<file path="config.mk">
export PLATFORM = sky130hd
export DESIGN_NAME = serial_pad_reader
export DESIGN_NICKNAME = d
export VERILOG_FILES = /design/src/rtl/serial_pad_reader.sv
export SDC_FILE = /design/constraint.sdc
export NUM_CORES = 1
export LEC_CHECK = 0
export ABC_AREA = 1
export CAP_MARGIN = 5
export CORE_MARGIN = 5
export CORE_UTILIZATION = 51
export DETAILED_ROUTE_END_ITERATION = 12
export GPL_ROUTABILITY_DRIVEN = 0
export MAX_ROUTING_LAYER = met4
export PLACE_DENSITY = 0.75
export SLEW_MARGIN = 10
export SYNTH_ARGS = -nofsm -noshare
export SYNTH_HDL_FRONTEND = slang
export SYNTH_SLANG_ARGS = --single-unit
</file>
<file path="constraint.sdc">
create_clock -name clk -period 1.5 [get_ports clk]
set_clock_uncertainty 0.05 [all_clocks]
set_input_delay 0.225 -clock clk [delete_from_list [all_inputs] [get_ports clk]]
set_output_delay 0.225 -clock clk [all_outputs]
set_load 0.005 [all_outputs]
</file>
<file path="src/rtl/serial_pad_reader.sv">
// rtl/serial_pad_reader.sv - polls N_PADS NES/SNES serial pads over a shared latch/clock pair (optional SERIAL_PAD_DEBOUNCE_EN)
module serial_pad_reader #(
    parameter int N_BITS      = 8,
    parameter int N_PADS      = 2,
    parameter int CLK_DIV     = 300,
    parameter int POLL_PERIOD = 833333
) (
    input  logic                       clk,
    input  logic                       reset,
    input  logic                       en,
    input  logic                       start,
    input  logic [N_PADS-1:0]          pad_data,
    output logic                       pad_latch,
    output logic                       pad_clk,
    output logic                       busy,
    output logic                       valid,
    output logic [N_PADS*N_BITS-1:0]   buttons,
    output logic [N_PADS*N_BITS-1:0]   pressed
);

    localparam int DW = $clog2(CLK_DIV + 1);
    localparam int IW = $clog2(N_BITS);
    localparam int TW = $clog2(POLL_PERIOD);
    localparam logic [DW-1:0] DIV_LOAD  = DW'(CLK_DIV - 1);
    localparam logic [IW-1:0] IDX_LAST  = IW'(N_BITS - 1);
    localparam logic [TW-1:0] POLL_LAST = TW'(POLL_PERIOD - 1);

    typedef enum logic [2:0] {
        IDLE,
        LATCH,
        READ_LO,
        READ_HI,
        DONE
    } state_t;

    state_t          state;
    state_t          state_n;
    logic [DW-1:0]   div;
    logic            latch_half;
    logic [IW-1:0]   idx;
    logic [TW-1:0]   timer;
    logic            poll_pend;
    logic            req_pend;
    logic            last;
    logic            launch;
    logic            wrap;
    logic            sample;

    assign last   = (div == '0);
    assign launch = (state == IDLE) && (state_n == LATCH);
    assign wrap   = en && (timer == POLL_LAST);
    assign sample = (state == READ_LO) && last;

    assign pad_latch = (state == LATCH);
    assign pad_clk   = (state != READ_LO);
    assign busy      = (state != IDLE);
    assign valid     = (state == DONE);

    // Next-state logic: LATCH spans two divider periods, then alternating low/high clock phases.
    always_comb begin
        state_n = state;
        case (state)
            IDLE:    if (start || poll_pend || req_pend) state_n = LATCH;
            LATCH:   if (last && latch_half) state_n = READ_LO;
            READ_LO: if (last) state_n = (idx == IDX_LAST) ? DONE : READ_HI;
            READ_HI: if (last) state_n = READ_LO;
            DONE:    state_n = IDLE;
            default: state_n = IDLE;
        endcase
    end

    // State register, phase divider (reloaded on each state entry) and bit index.
    always_ff @(posedge clk or negedge reset) begin
        if (!reset) begin
            state      <= IDLE;
            div        <= '0;
            latch_half <= 1'b0;
            idx        <= '0;
        end else begin
            state <= state_n;
            if (state_n != state) begin
                div        <= DIV_LOAD;
                latch_half <= 1'b0;
            end else if (last) begin
                div        <= DIV_LOAD;
                latch_half <= 1'b1;
            end else begin
                div <= div - DW'(1);
            end
            if (state == LATCH)
                idx <= '0;
            else if (state == READ_HI && last)
                idx <= idx + IW'(1);
        end
    end

    // Auto-poll timer: free-runs while enabled, held at zero otherwise.
    always_ff @(posedge clk or negedge reset) begin
        if (!reset)
            timer <= '0;
        else if (!en || wrap)
            timer <= '0;
        else
            timer <= timer + TW'(1);
    end

    // Pending requests: timer wraps and starts that arrive mid-frame each queue one more frame.
    always_ff @(posedge clk or negedge reset) begin
        if (!reset) begin
            poll_pend <= 1'b0;
            req_pend  <= 1'b0;
        end else begin
            if (!en)
                poll_pend <= 1'b0;
            else if (wrap)
                poll_pend <= 1'b1;
            else if (launch)
                poll_pend <= 1'b0;
            if (start && state != IDLE)
                req_pend <= 1'b1;
            else if (launch)
                req_pend <= 1'b0;
        end
    end

    for (genvar p = 0; p < N_PADS; p++) begin : g_pad
        logic [N_BITS-1:0] raw;
        logic [N_BITS-1:0] btn;
        logic [N_BITS-1:0] prs;

        assign buttons[p*N_BITS +: N_BITS] = btn;
        assign pressed[p*N_BITS +: N_BITS] = prs;

        // Capture the inverted pad line at the end of each low clock phase.
        always_ff @(posedge clk or negedge reset) begin
            if (!reset)
                raw <= '0;
            else if (sample)
                raw[idx] <= ~pad_data[p];
        end

`ifdef SERIAL_PAD_DEBOUNCE_EN
        logic [N_BITS-1:0] prev_raw;

        // Commit this pad only when two consecutive frames agree.
        always_ff @(posedge clk or negedge reset) begin
            if (!reset) begin
                prev_raw <= '0;
                btn      <= '0;
                prs      <= '0;
            end else if (state == DONE) begin
                prev_raw <= raw;
                if (raw == prev_raw) begin
                    btn <= raw;
                    prs <= raw & ~btn;
                end
            end
        end
`else
        // Commit every frame directly.
        always_ff @(posedge clk or negedge reset) begin
            if (!reset) begin
                btn <= '0;
                prs <= '0;
            end else if (state == DONE) begin
                btn <= raw;
                prs <= raw & ~btn;
            end
        end
`endif
    end

endmodule

</file>
==> flow_summary_export.csv <==
group,metric,value,unit
status,outcome,"finished, violations left",
status,violations,"negative setup slack",
sta,max_freq,550,MHz
setup_path,critical_path_arrival,2.02,ns
clock_tree,clock_latency,0.36,ns
logic_synthesis,ys_warn_count,0,
pwr,p_total,4090,uW
logic_synthesis,synth_ff_type,"dfrtp_1",
clock_tree,clock-sinks,86,
final_layout,n_fill_cell,448,
logic_synthesis,syn_area,3970,um^2
sta,rsz0062_at_grt,"true",
sta,worstMarginPinSlew,0.463,ns
job,cap_violations,0,
sta,whs,0.250,ns
global_routing,track_usage,22.3,%
sta,slew_headroom,69.0,%
sta,hold_viol_final,0,
final_layout,final_nets,595,
logic_synthesis,post_synth.cell_area_avg,8.98,um^2
logic_synthesis,synth_cell_types,34,
logic_synthesis,async_reset_ff_share,100,%
global_routing,grt_util_met3,4.50,%
setup_path,end_kind,"flip-flop",
placed_design,numPortBuffers,41,
floorplan,dieWidth,98.2,um
clock_tree,cts.clk_slew.worst_paths,0.09,ns
logic_synthesis,synth-edff-count,0,
logic_synthesis,synthTopCellsByArea,"dfrtp_1, nand2_1, inv_1, nor2_1, nand3_1",
sta,slew_viol_final,0,
setup_path,critPathSlowestCell,"dfrtp_1",
placed_design,post-dp-hpwl,6100,um
global_routing,grt_pass1_wl,16900,um
setup_path,worstPathRequired,1.70,ns
pwr,p_leak,0.00293,uW
global_routing,grt_pass1_vias,3554,
setup_path,critical-path-max-stage-delay,0.40,ns
global_routing,use_met1,28.1,%
sta,setup_slack,-0.318,ns
final_layout,drive_above_1_share,40.2,%
clock_tree,cts_tree,"built",
detailed_routing,post_drt_wl_per_cell,17.0,um
logic_synthesis,postSynthCellCount,442,
detailed_routing,first_pass_iters,4,
clock_tree,clockRootBuffer,"clkbuf_8",
logic_synthesis,yosys.area.top_type,"dfrtp_1",
logic_synthesis,syn-num-nets,454,
detailed_routing,drc,0,
clock_tree,htreeDepth,3,
placed_design,preCtsSetupSlack,-0.231,ns
detailed_routing,vias,3685,
sta,setup_viol,53,
setup_path,critPathKind,"flip-flop to flip-flop",
logic_synthesis,ys_ff_latch,86,
global_routing,grt_antenna_before_repair,0,
pwr,power_density,675,nW/um^2
pwr,max-vdd-ir-drop,0.000510,V
logic_synthesis,ys_seq_area_share,54.2,%
floorplan,num_rows,32,
detailed_routing,avgViaCountPerCell,5.36,
global_routing,busiest_layer,"met2",
setup_path,cp-start-kind,"flip-flop",
floorplan,start_util,51.9,%
placed_design,place_area,4880,um^2
final_layout,diodes,0,
global_routing,use_met2,35.7,%
setup_path,path_max_fanout,5,
logic_synthesis,synth_top_area_share,54.2,%
sta,fin_crit_sh,121,%
detailed_routing,ant_nets,0,
final_layout,final_cell_area,6050,um^2
detailed_routing,drtIter0Drc,179,
final_layout,layout.cells.non_filler,687,
global_routing,grt_max_degree,49,
final_layout,area_delta_synth_final,52.5,%
worst_hold_path,hp-class,"primary input to asynchronous set/reset pin",
floorplan,die_area,9640,um^2
floorplan,core-area,7650,um^2
clock_tree,ctsLongestPathBuffers,2,
floorplan,die_h,98.2,um
sta,min_period,1.82,ns
detailed_routing,totalWireLength,11700,um
floorplan,boundaryPins,42,
placed_design,placedCellCount,625,
global_routing,grt_overflow_total,0,
clock_tree,cts_buffers,9,
setup_path,crit_chain,"inv_2 -> ha_4 -> inv_2 -> nor2_4 -> nand2_2 -> nor2_4 -> nand4_1 -> nand3_2 -> nand2_2 -> nand2_4 -> nand3_2",
[where the power goes]
group | switching (uW) | internal (uW)
Sequential | 13.8 | 2320
Clock | 834 | 753
Combinational | 94.0 | 68.7
Total | 942 | 3140
[path summary, 6_finish.rpt]
check                           depth (start not counted)            start  slack (ns)         endpoint
worst min-delay path                                    2            reset        0.25  g_pad[1].btn[3]
worst min register to register                          1  g_pad[0].btn[3]        0.45  g_pad[0].prs[3]
max in group asynchronous                               3            reset        0.60         state[0]
min in group clk                                        1  g_pad[0].btn[3]        0.45  g_pad[0].prs[3]
worst max-delay path                                   11           div[1]       -0.32           div[5]
worst max register to register                         11           div[1]       -0.32           div[5]
[per-stage QoR]
stage	utilization [%]	setup TNS, ns
floorplan	-	-0.412
global placement	63.8	-2.48
detailed placement	63.8	-5.20
CTS	73.0	-4.05
global route	79.1	-11.07
finish	79.1	-6.18
[kinds of logic (layout without fill, tap and decap cells)]
| group | count (synthesis) | in the layout | share of synthesized area [%] |
|---|---|---|---|
| simple gates | 198 | 198 | 24.7 |
| flops | 86 | 86 | 54.2 |
| buf+inv | 77 | 220 | 7.54 |
| compound gates | 62 | 62 | 8.74 |
| xor+xnor | 13 | 13 | 2.87 |
| fa+ha+maj | 6 | 6 | 1.89 |
[registers in the layout (all words and copies together), names as in the netlist]
register,cells
poll_pend,1
idx,3
timer,20
latch_half,1
g_pad.prs,16
g_pad.btn,16
g_pad.raw,16
state,3
req_pend,1
div,9
[cell type report]
class / count / area (um^2) / area share, %
clock buffers: 10 / 128 / 2.11
clock inverters: 3 / 47.5 / 0.786
inverters: 70 / 268 / 4.42
multi-input cells: 279 / 2030 / 33.5
flip-flops and latches: 86 / 2160 / 35.6
well taps: 102 / 128 / 2.11
repair buffers: 137 / 1300 / 21.4
[cells in the mapped netlist (4+ instances only)]
library cell  instances
o22ai_1              16
nand2_2               7
inv_2                 4
a21oi_1               5
inv_1                66
dfrtp_1              86
ha_1                  6
nor2_1               37
nor2_2               13
xnor2_1               5
o21ai_1              10
nand4_1               5
nor3_1               18
nor3b_1               5
xor2_1                8
nand2_1              73
nand3_1              26
o21ai_0              25
[placed cells by master, fill, tap and decap left out, types with 4 or more instances in the layout]
cell type,instances
dfrtp_1,83
xor2_1,7
o22ai_1,12
inv_1,57
nand4_1,5
nand2_4,6
dlymetal6s2s_1,8
o22ai_2,4
clkdlybuf4s50_1,4
nand2_1,53
o21ai_0,18
nor3_1,12
nor2_2,14
nand3_1,8
buf_12,6
clkbuf_8,9
nor2_1,27
nand3_2,10
nand2_2,20
a21oi_1,4
buf_4,72
nor2_4,12
o21ai_1,13
inv_2,11
xnor2_1,5
buf_6,17
nand3_4,12
dlygate4sd2_1,24
nor3_2,8
[metal layers]
| layer | up-vias | share of wire, % | wire length [um] |
|---|---|---|---|
| met5 | - | 0 | 0 |
| met1 | 1815 | 41 | 4790 |
| met4 | 0 | 3.3 | 385 |
| met3 | 42 | 4.0 | 462 |
| met2 | 114 | 52 | 6050 |
| li1 | 1714 | - | - |
[what timing repair did]
action                                 4_1_cts  5_1_grt
pin swaps                                   26       30
cloned                                       0        3
endpoints found under the hold margin       22        0
setup endpoints to repair                  105       97
setup buffers                               35       11
gates resized for setup                    110       81
hold buffers                                 1        0
[worst max-delay path, delay by kind of cell, from the launching register on]
kind / cells / cell delay, ns
adders and majority gates: 1 / 0.13
buffers and inverters: 2 / 0.12
DFF: 1 / 0.40
and+or+nand+nor: 8 / 0.98
(Power assumes the default switching activity.)
